[src/rtl/i2s_pkg.sv]
// Shared definitions for the I2S / TDM receive path: serial alignment modes,
// sync FSM encodings and a constant clog2 for parameter sizing.
package i2s_pkg;

  localparam logic MODE_I2S = 1'b0;
  localparam logic MODE_LJ  = 1'b1;

  typedef enum logic {
    ST_HUNT    = 1'b0,
    ST_CAPTURE = 1'b1
  } sync_state_e;

  function automatic int clog2(input int value);
    int r;
    r = 0;
    while ((1 << r) < value) r++;
    return r;
  endfunction

endpackage

[src/rtl/i2s_sample_fifo.sv]
// Synchronous FIFO for tagged sample words. The head entry is held in a register
// so the read port stays stable (and keeps its last value) when the FIFO runs empty.
module i2s_sample_fifo
  import i2s_pkg::*;
#(
  parameter int WIDTH = 25,
  parameter int DEPTH = 8
) (
  input  logic             clk_i,
  input  logic             rst_i,
  input  logic             push_i,
  input  logic [WIDTH-1:0] wdata_i,
  input  logic             pop_i,
  output logic [WIDTH-1:0] rdata_o,
  output logic             empty_o,
  output logic             full_o
);

  localparam int PW = (clog2(DEPTH) < 1) ? 1 : clog2(DEPTH);
  localparam int CW = PW + 1;
  localparam logic [CW-1:0] DEPTH_C = CW'(DEPTH);

  if ((DEPTH < 2) || ((DEPTH & (DEPTH - 1)) != 0)) begin : g_bad_depth
    $error("i2s_sample_fifo: DEPTH must be a power of two >= 2");
  end

  logic [WIDTH-1:0] mem_q [DEPTH];
  logic [WIDTH-1:0] head_q;
  logic [PW-1:0]    wr_q, rd_q, rd_d;
  logic [CW-1:0]    cnt_q, cnt_d;
  logic             wr_s, rd_s;

  always_comb begin
    rd_s = pop_i & (cnt_q != '0);
    wr_s = push_i & ((cnt_q != DEPTH_C) | rd_s);
    rd_d = rd_s ? rd_q + PW'(1) : rd_q;
    case ({wr_s, rd_s})
      2'b10:   cnt_d = cnt_q + CW'(1);
      2'b01:   cnt_d = cnt_q - CW'(1);
      default: cnt_d = cnt_q;
    endcase
  end

  always_ff @(posedge clk_i) begin
    if (wr_s) mem_q[wr_q] <= wdata_i;
  end

  // A word written into an empty (or just-emptied) FIFO goes straight to the head.
  always_ff @(posedge clk_i) begin
    if (rst_i) begin
      wr_q   <= '0;
      rd_q   <= '0;
      cnt_q  <= '0;
      head_q <= '0;
    end else begin
      wr_q  <= wr_s ? wr_q + PW'(1) : wr_q;
      rd_q  <= rd_d;
      cnt_q <= cnt_d;
      if (wr_s && ((cnt_q == '0) || ((cnt_q == CW'(1)) && rd_s))) begin
        head_q <= wdata_i;
      end else if (cnt_d != '0) begin
        head_q <= mem_q[rd_d];
      end
    end
  end

  assign rdata_o = head_q;
  assign empty_o = (cnt_q == '0);
  assign full_o  = (cnt_q == DEPTH_C);

endmodule

[src/rtl/i2s_rx_tdm.sv]
// I2S / left-justified receiver with stereo or TDM framing; deserialised words are
// tagged with their slot index and queued for a VALID/READY consumer.
module i2s_rx_tdm
  import i2s_pkg::*;
#(
  parameter  int SAMPLE_WIDTH = 24,
  parameter  int SLOT_WIDTH   = 32,
  parameter  int NUM_CHANNELS = 2,
  parameter  int FIFO_DEPTH   = 8,
  localparam int CH_W = (clog2(NUM_CHANNELS) < 1) ? 1 : clog2(NUM_CHANNELS)
) (
  input  logic                    BCLK,
  input  logic                    RST,
  input  logic                    LRCLK,
  input  logic                    SDATA,
  input  logic                    MODE,
  output logic [SAMPLE_WIDTH-1:0] SAMPLE_DATA,
  output logic [CH_W-1:0]         SAMPLE_CHANNEL,
  output logic                    SAMPLE_VALID,
  input  logic                    SAMPLE_READY,
  output logic                    SYNCED,
  output logic                    OVERFLOW,
  output logic                    FRAME_ERROR,
  input  logic                    ERR_CLEAR
);

  if (SLOT_WIDTH < SAMPLE_WIDTH) begin : g_bad_slot
    $error("i2s_rx_tdm: SLOT_WIDTH must be >= SAMPLE_WIDTH");
  end

  localparam int CNT_W = clog2(SLOT_WIDTH + 1);
  localparam logic [CNT_W-1:0] SAMPLE_CNT_C  = CNT_W'(SAMPLE_WIDTH);
  localparam logic [CNT_W-1:0] SAMPLE_LAST_C = CNT_W'(SAMPLE_WIDTH - 1);
  localparam logic [CNT_W-1:0] SLOT_LAST_C   = CNT_W'(SLOT_WIDTH - 1);
  localparam logic [CH_W-1:0]  LAST_CH_C     = CH_W'(NUM_CHANNELS - 1);
  localparam bit               STEREO_C      = (NUM_CHANNELS == 2);

  sync_state_e             state_q;
  logic                    lr_d_q, lr_ok_q, edge_q, idle_q, done_q;
  logic                    overflow_q, frame_err_q;
  logic [CNT_W-1:0]        bit_cnt_q;
  logic [CH_W-1:0]         slot_q, done_ch_q;
  logic [SAMPLE_WIDTH-1:0] shift_q;

  logic                    edge_s, start_raw_s, rise_s, start_s, early_s;
  logic                    pop_s, drop_s, empty_s, full_s;
  logic [CH_W-1:0]         start_ch_s;
  logic [SAMPLE_WIDTH-1:0] shift_d;
  logic [CH_W+SAMPLE_WIDTH-1:0] head_s;

  // lr_ok_q masks the first cycle after reset so a high LRCLK is not seen as an edge.
  always_comb begin
    edge_s      = lr_ok_q & (LRCLK ^ lr_d_q);
    start_raw_s = (MODE == MODE_LJ) ? edge_s : edge_q;
    rise_s      = (MODE == MODE_LJ) ? LRCLK : lr_d_q;
    start_s     = STEREO_C ? start_raw_s : (start_raw_s & rise_s);
    start_ch_s  = (STEREO_C && rise_s) ? CH_W'(1) : '0;
    early_s     = start_s & (state_q == ST_CAPTURE) & ~idle_q & (bit_cnt_q < SAMPLE_CNT_C);
    shift_d     = SAMPLE_WIDTH'({shift_q, SDATA});
    pop_s       = ~empty_s & SAMPLE_READY;
    drop_s      = done_q & full_s & ~pop_s;
  end

  always_ff @(posedge BCLK) begin
    if (RST) begin
      state_q     <= ST_HUNT;
      lr_d_q      <= 1'b0;
      lr_ok_q     <= 1'b0;
      edge_q      <= 1'b0;
      idle_q      <= 1'b0;
      done_q      <= 1'b0;
      overflow_q  <= 1'b0;
      frame_err_q <= 1'b0;
      bit_cnt_q   <= '0;
      slot_q      <= '0;
      done_ch_q   <= '0;
      shift_q     <= '0;
    end else begin
      lr_d_q      <= LRCLK;
      lr_ok_q     <= 1'b1;
      edge_q      <= edge_s;
      done_q      <= 1'b0;
      overflow_q  <= drop_s | (overflow_q & ~ERR_CLEAR);
      frame_err_q <= early_s | (frame_err_q & ~ERR_CLEAR);
      if (start_s) begin
        state_q   <= ST_CAPTURE;
        slot_q    <= start_ch_s;
        done_ch_q <= start_ch_s;
        shift_q   <= shift_d;
        bit_cnt_q <= CNT_W'(1);
        idle_q    <= 1'b0;
        done_q    <= (SAMPLE_WIDTH == 1);
      end else if ((state_q == ST_CAPTURE) && !idle_q) begin
        if (bit_cnt_q < SAMPLE_CNT_C) shift_q <= shift_d;
        if (bit_cnt_q == SAMPLE_LAST_C) begin
          done_q    <= 1'b1;
          done_ch_q <= slot_q;
        end
        // Stereo waits for the next LRCLK edge; TDM walks the slots, then idles to frame end.
        if (bit_cnt_q == SLOT_LAST_C) begin
          bit_cnt_q <= '0;
          if (STEREO_C || (slot_q == LAST_CH_C)) idle_q <= 1'b1;
          else slot_q <= slot_q + CH_W'(1);
        end else begin
          bit_cnt_q <= bit_cnt_q + CNT_W'(1);
        end
      end
    end
  end

  i2s_sample_fifo #(
    .WIDTH(CH_W + SAMPLE_WIDTH),
    .DEPTH(FIFO_DEPTH)
  ) u_fifo (
    .clk_i  (BCLK),
    .rst_i  (RST),
    .push_i (done_q),
    .wdata_i({done_ch_q, shift_q}),
    .pop_i  (pop_s),
    .rdata_o(head_s),
    .empty_o(empty_s),
    .full_o (full_s)
  );

  assign SAMPLE_DATA    = head_s[SAMPLE_WIDTH-1:0];
  assign SAMPLE_CHANNEL = head_s[CH_W+SAMPLE_WIDTH-1 -: CH_W];
  assign SAMPLE_VALID   = ~empty_s;
  assign SYNCED         = (state_q == ST_CAPTURE);
  assign OVERFLOW       = overflow_q;
  assign FRAME_ERROR    = frame_err_q;

endmodule

[config.mk]
export PLATFORM = sky130hd
export DESIGN_NAME = i2s_rx_tdm
export DESIGN_NICKNAME = d
export VERILOG_FILES = /design/src/rtl/i2s_pkg.sv /design/src/rtl/i2s_sample_fifo.sv /design/src/rtl/i2s_rx_tdm.sv
export SDC_FILE = /design/constraint.sdc
export NUM_CORES = 1
export LEC_CHECK = 0
export BUFFER_PORTS_ARGS = -buffer_cell sky130_fd_sc_hd__buf_4
export CORE_UTILIZATION = 50
export CTS_BUF_LIST = sky130_fd_sc_hd__clkbuf_8
export CTS_CLUSTER_SIZE = 10
export DETAILED_ROUTE_END_ITERATION = 8
export GPL_TIMING_DRIVEN = 0
export PLACE_DENSITY = 0.66
export SLEW_MARGIN = 30
export SYNTH_ARGS = -nofsm -noshare
export SYNTH_HDL_FRONTEND = slang
export SYNTH_SLANG_ARGS = --single-unit
[constraint.sdc]
create_clock -name BCLK -period 10.98 [get_ports BCLK]
set_clock_uncertainty 0.15 [all_clocks]
set_input_delay 1.098 -clock BCLK [delete_from_list [all_inputs] [get_ports BCLK]]
set_output_delay 1.098 -clock BCLK [all_outputs]
set_load 0.05 [all_outputs]
# [Yosys cells after proc, flatten, opt, wreduce, memory -nomap -nowiden]
# Memories as Yosys holds them, arrays and structs flattened.
# Cells that the tools add are included.
[classes] addsub=5 multipliers=0 div=0 n_lt_le_gt_ge=1 eq_ne=7 n_shift=0 n_mux=20 n_bitwise=20 n_reduce_logical=17
[ops] cell="$mux W24" n=3
[ops] cell="$mux W25" n=2
[ops] cell="$eq A6 B5 Y1 const B" n=2
[ops] cell="$mux W1" n=12
[ops] cell="$and A1 B1 Y1" n=11
[ops] cell="$pmux W4 S2" n=1
[ops] cell="$reduce_bool A2 Y1" n=4
[ops] cell="$reduce_bool A4 Y1" n=2
[ops] cell="$add A3 B1 Y3 const B" n=2
[ops] cell="$add A6 B1 Y6 const B" n=1
[ops] cell="$lt A6 B5 Y1 const B" n=1
[ops] cell="$mux W6" n=1
[ops] cell="$reduce_and A2 Y1" n=3
[ops] cell="$not A1 Y1" n=5
[ops] cell="$add A4 B1 Y4 const B" n=1
[ops] cell="$eq A4 B1 Y1 const B" n=1
[ops] cell="$eq A4 B4 Y1 const B" n=1
[ops] cell="$logic_not A4 Y1" n=1
[ops] cell="$ne A4 B4 Y1 const B" n=1
[ops] cell="$sub A4 B1 Y4 const B" n=1
[ops] cell="$logic_and A1 B1 Y1" n=3
[ops] cell="$mux W3" n=1
[ops] cell="$or A1 B1 Y1" n=3
[ops] cell="$reduce_or A3 Y1" n=1
[ops] cell="6 further kinds" n=6
[word_totals] register_bits=75 latch_bits=0 mem_bits_rw=200 romBits=0 in_bits=7 output_inout_bits=29 wordCells=88 memories=1
[memory_table] name="u_fifo.mem_q" words=8 width=25 rd=1 rd_ports_with_merged_regs=0 write_ports=1 line_no="i2s_sample_fifo.sv:27" text="logic [WIDTH-1:0] mem_q [DEPTH];"

# [Logic depth before layout (Yosys ltp)]
[depth] ltp_word=11 mapped_depth=15 mapped_depth_nobuf=12

# [Hierarchy]
# From an unflattened synthesis, not the netlist that was laid out.
[unflattened] hier_cells=814 hier_area_um2=11713.7
[modules_own_cells] module="i2s_sample_fifo" n_inst=1 cells_each=658 area_each_um2=10142.2 seq_area_each_um2=6706.4
[modules_own_cells] module="i2s_rx_tdm" n_inst=1 cells_each=156 area_each_um2=1571.5 seq_area_each_um2=800.8

# [Least setup slack after synthesis]
# No wires, ideal clock.
[synth_path] path_kind="input to register" start="in SAMPLE_READY" end="mem u_fifo.mem_q[0][0] (enable)" setup_time_ns=0.438 arrival_ns=3.703 required_ns=10.392 path_slack_ns=6.689 path_stages=7 n_path_buf=1 cell_sequence="buf_4 inv_1 and4_1 nand2b_1 inv_1 nand2b_1 nor3_1"
[synth_between] elab_chain_cells=6
[synth_lines] element="start: declaration" line_no="i2s_rx_tdm.sv:20" text="input logic SAMPLE_READY,"
[synth_lines] element="$and A1 B1 Y1" line_no="i2s_rx_tdm.sv:60" text="pop_s = ~empty_s & SAMPLE_READY;"
[synth_lines] element="$and A1 B1 Y1" line_no="i2s_sample_fifo.sv:34" text="rd_s = pop_i & (cnt_q != '0);"
[synth_lines] element="$or A1 B1 Y1" line_no="i2s_sample_fifo.sv:35" text="wr_s = push_i & ((cnt_q != DEPTH_C) | rd_s);"
[synth_lines] element="$and A1 B1 Y1" line_no="i2s_sample_fifo.sv:35"
[synth_lines] element="named net u_fifo.wr_s" line_no="i2s_sample_fifo.sv:31" text="logic wr_s, rd_s;"
[synth_lines] element="$mux W1" line_no="i2s_sample_fifo.sv:45" text="if (wr_s) mem_q[wr_q] <= wdata_i;"
[synth_lines] element="$mux W1 (implied by the code)" line_no="i2s_sample_fifo.sv:45"
[synth_lines] element="end: declaration" line_no="i2s_sample_fifo.sv:27"
# The timed path passes the listed nets, and every way through them passes these cells.

# [Worst setup path in the final report]
[layout_path] start="reg u_fifo.cnt_q[0]" end="reg u_fifo.head_q[3], in the netlist u_fifo.rdata_o[3]"
[layout_between] elab_chain_cells=10 elab_cells_between_ends=23 classes_between="2 x add/sub; 4 x eq/ne; 4 x mux; 5 x bitwise; 7 x reduce/logical; 1 x memory"
[layout_lines] element="start: declaration" line_no="i2s_sample_fifo.sv:30" text="logic [CW-1:0] cnt_q, cnt_d;"
[layout_lines] element="start signal: assignment" line_no="i2s_sample_fifo.sv:58" text="cnt_q <= cnt_d;"
[layout_lines] element="$logic_not A4 Y1" line_no="i2s_sample_fifo.sv:59, i2s_sample_fifo.sv:68"
[layout_lines] element="$not A1 Y1" line_no="i2s_rx_tdm.sv:60"
[layout_lines] element="$and A1 B1 Y1" line_no="i2s_rx_tdm.sv:60"
[layout_lines] element="$and A1 B1 Y1" line_no="i2s_sample_fifo.sv:34"
[layout_lines] element="$or A1 B1 Y1" line_no="i2s_sample_fifo.sv:35"
[layout_lines] element="$and A1 B1 Y1" line_no="i2s_sample_fifo.sv:35"
[layout_lines] element="$eq A2 B1 Y1 or $eq A2 B2 Y1 (tied branches)" line_no="i2s_sample_fifo.sv:37" text="case ({wr_s, rd_s})"
[layout_lines] element="$pmux W4 S2" line_no="i2s_sample_fifo.sv:37"
[layout_lines] element="$reduce_bool A4 Y1" line_no="i2s_sample_fifo.sv:61" text="end else if (cnt_d != '0) begin"
[layout_lines] element="$reduce_bool A2 Y1 (no source line)"
[layout_lines] element="end signal: assignment" line_no="i2s_sample_fifo.sv:60" text="head_q <= wdata_i;"
[layout_lines] element="end signal: assignment" line_no="i2s_sample_fifo.sv:62" text="head_q <= mem_q[rd_d];"
[layout_lines] element="end: declaration" line_no="i2s_sample_fifo.sv:28" text="logic [WIDTH-1:0] head_q;"
# Several ways; a longest one is shown, not always the timed one. The select of a mux whose other input is x is not followed.
# A chain may end at the register's enable or synchronous reset.

==> impl_metrics.ini <==
[global_routing]
grt_usage_pct = 29.3
gr-total-overflow = 0
antenna_found_initial = 0
grt_max_degree = 18
grt_pass1_vias = 9107
grt_pass1_wl_um = 53500

[timing]
worst_pin_slew_ns = 0.769
hold_viol_final = 0
drv_slew = 0
max_freq_mhz = 288
fin_hold_ws_ns = 0.321
finalCriticalPeriod_ns = 3.48
finalSetupViolations = 0
timing.final.crit_share_pct = 31.7
postLayoutSetupSlackWorst_ns = 7.50
setup_tns_ns = 0
timing.slew.headroom_pct = 48.7
rsz0062_at_grt = false

[setup_path]
reg2reg_from = u_fifo.cnt_q[0]
cp.arrival_ns = 3.82
start_kind = flip-flop
crit_required_ns = 11.32
cp-end-kind = flip-flop
path_class = reg -> reg
cp_max_fo = 10
path_buf_inv = 3
r2r_cells = 10
crit_path_top_delay_cell = a221oi_1
r2r_slack_ns = 7.50
path_delay_family = compound AO/OA/AOI/OAI gates
r2r-end = u_fifo.rdata_o[3]
critical-path-max-stage-delay_ns = 0.64
cp_num_cells = 10
cp_cell_sequence = inv_1, ha_1, nor3b_2, buf_6, nor3_2, nor2_2, clkbuf_1, a221oi_1, a31oi_1, o21ai_1

[floorplan]
rows = 56
start_util_pct = 51.1
core_area_mm2 = 0.0235
chipWidth_um = 157
die-height_um = 157
io_pins = 36
dieArea_mm2 = 0.0247

[synthesis]
synth_area_leaders = edfxtp_1 (50%), dfxtp_1 (12%), o221ai_1 (9.6%)
yosysTopAreaCell = edfxtp_1
synth_ff_type = edfxtp_1
synth_area_mm2 = 0.0120
ys_async_sr_fraction_pct = 0
ys_warn_count = 0
synth_edf_count = 200
synth.distinct_cells = 68
synth_cells = 970
ys_ff_latch = 275
syn_nets = 986
synth_top_area_share_pct = 50.0
synthTopCellsByCount = edfxtp_1 (200), o221ai_1 (132), dfxtp_1 (75)
syn-mean-instance-area_um2 = 12.4
yosysSeqAreaShare_pct = 62.5
synth_most_common_cell = edfxtp_1

[placed_design]
pre_cts_slack_ns = 7.02
place_hpwl_um = 23400
gp_congestion = 0.888
place.port_buffers = 34

[routing]
wl_per_cell_um = 24.9
ant_nets = 0
wl_um = 35300
viasPerCell = 6.66
drt_iter0_drc = 1254
dr_total_vias = 9438
drc = 0
firstDrtPassIters = 5

[clock_network]
clock_sinks = 275
clkSlewWorstSetupHoldPaths_ns = 0.07
cts_buffers = 44
clockRootBuffer = clkbuf_8
cts_resized = 0
cts.hold.buffers_added = 0
cts_tree = done
htreeDepth = 2
clk_path_buf_depth = 3
clk_latency_ns = 0.55
post-cts-setup-buffer-count = 0

[cells_and_area]
multi_input_area_mm2 = 0.00401
num-nets-final = 1081
syn_to_final_growth_pct = 14.9
drive_gt1_share_pct = 17.6
postLayoutCoreUtil_pct = 58.6
diodes = 0
n_fill_cell = 1963
seq_area_mm2 = 0.00751

[min_path]
min_from = lr_ok_q
hold_end = edge_q
hold_depth = 1
hold_path_class = reg -> reg

[pwr]
power.density_mw_per_mm2 = 143
irDropWorstVdd_mv = 0.0995
p_leak_nw = 4.61

[run]
max_cap_violations = 0

[run_status]
status = completed
[layout make-up]
| class | instances | area share, % |
|---|---|---|
| buffer | 89 | 3.65 |
| sequential | 275 | 54.4 |
| clock inverter | 28 | 0.897 |
| inverter | 14 | 0.399 |
| multi-input combinational | 592 | 29.1 |
| timing repair buffer | 49 | 3.53 |
| clock buffer | 52 | 5.18 |
| tap | 319 | 2.89 |
[worst max path at each step]
| stage | end | slack [ns] | start |
|---|---|---|---|
| global route | u_fifo.rdata_o[14] | 7.32 | u_fifo.cnt_q[0] |
| global placement | u_fifo.mem_q[1][24] | 4.70 | SAMPLE_READY |
| finish | u_fifo.rdata_o[3] | 7.50 | u_fifo.cnt_q[0] |
| CTS | u_fifo.rdata_o[15] | 7.54 | u_fifo.cnt_q[0] |
| floorplan | u_fifo.mem_q[0][0] | 6.69 | SAMPLE_READY |
| detailed placement | u_fifo.rdata_o[12] | 7.02 | SAMPLE_READY |
[layout by cell type, fill, tap and decap left out, types with 5 or more instances in the layout]
| cell | Yosys | layout |
|---|---|---|
| edfxtp_1 | 200 | 200 |
| o221ai_1 | 132 | 132 |
| clkinv_1 | 1 | 5 |
| buf_16 | 0 | 5 |
| nor3_1 | 12 | 10 |
| buf_4 | 4 | 42 |
| nand2_1 | 67 | 67 |
| nor2_1 | 34 | 28 |
| and3_1 | 20 | 20 |
| dfxtp_1 | 75 | 75 |
| nand3_1 | 8 | 8 |
| nand2b_1 | 6 | 6 |
| clkinv_2 | 0 | 6 |
| mux2_2 | 9 | 9 |
| nor2_4 | 0 | 6 |
| o22ai_1 | 47 | 47 |
| buf_1 | 5 | 5 |
| a221oi_1 | 22 | 22 |
| clkbuf_8 | 3 | 55 |
| o21ai_1 | 21 | 21 |
| buf_6 | 8 | 12 |
| a21oi_1 | 39 | 39 |
| ha_1 | 9 | 9 |
| o21ai_0 | 53 | 53 |
| a31oi_1 | 44 | 44 |
| inv_1 | 12 | 27 |
| clkbuf_1 | 41 | 41 |
| buf_2 | 26 | 27 |
[flip-flops by register name, summed over array words and instances (netlist names)]
signal and count:
FRAME_ERROR 1, OVERFLOW 1, SYNCED 1, bit_cnt_q 6, done_ch_q 1, done_q 1
edge_q 1, idle_q 1, lr_d_q 1, lr_ok_q 1, shift_q 24, slot_q 1
u_fifo.cnt_q 4, u_fifo.mem_q 200, u_fifo.rd_q 3, u_fifo.rdata_o 25, u_fifo.wr_q 3
[cells by family (layout without fill, tap and decap cells)]
family	Yosys count	count (layout)	share of synthesized area, %
AOI/OAI and AO/OA	388	388	23.0
xor gates and xnor gates	4	4	0.291
adders and majority gates	9	9	0.937
buffers and inverters	103	232	4.65
DFF	275	275	62.5
muxes	13	13	1.20
and+or+nand+nor	178	178	7.51
[through the flow]
stage / cell area, um^2 / std cells / total power, mW
floorplan: 12000 / 970 / 1.15
global placement: 12700 / 1323 / 1.16
detailed placement: 13000 / 1338 / 1.16
CTS: 13800 / 1418 / 1.98
global route: 13800 / 1418 / 2.03
finish: 13800 / 1418 / 1.98
[where the power goes]
group | leakage [nW] | internal (mW) | switching [mW]
Sequential | 2.51 | 1.10 | 0.00499
Combinational | 1.61 | 0.00804 | 0.0238
Clock | 0.484 | 0.431 | 0.405
Total | 4.61 | 1.54 | 0.433
[layer usage]
layer  track usage (%)  vias to the layer above  part of all wire (%)
li1                  -                     4172                     -
met1              40.0                     4599                    41
met2              45.9                      565                    46
met3              5.04                      102                    10
met4              13.2                        0                   3.5
met5                 0                        -                     0
(Power assumes the default switching activity.)
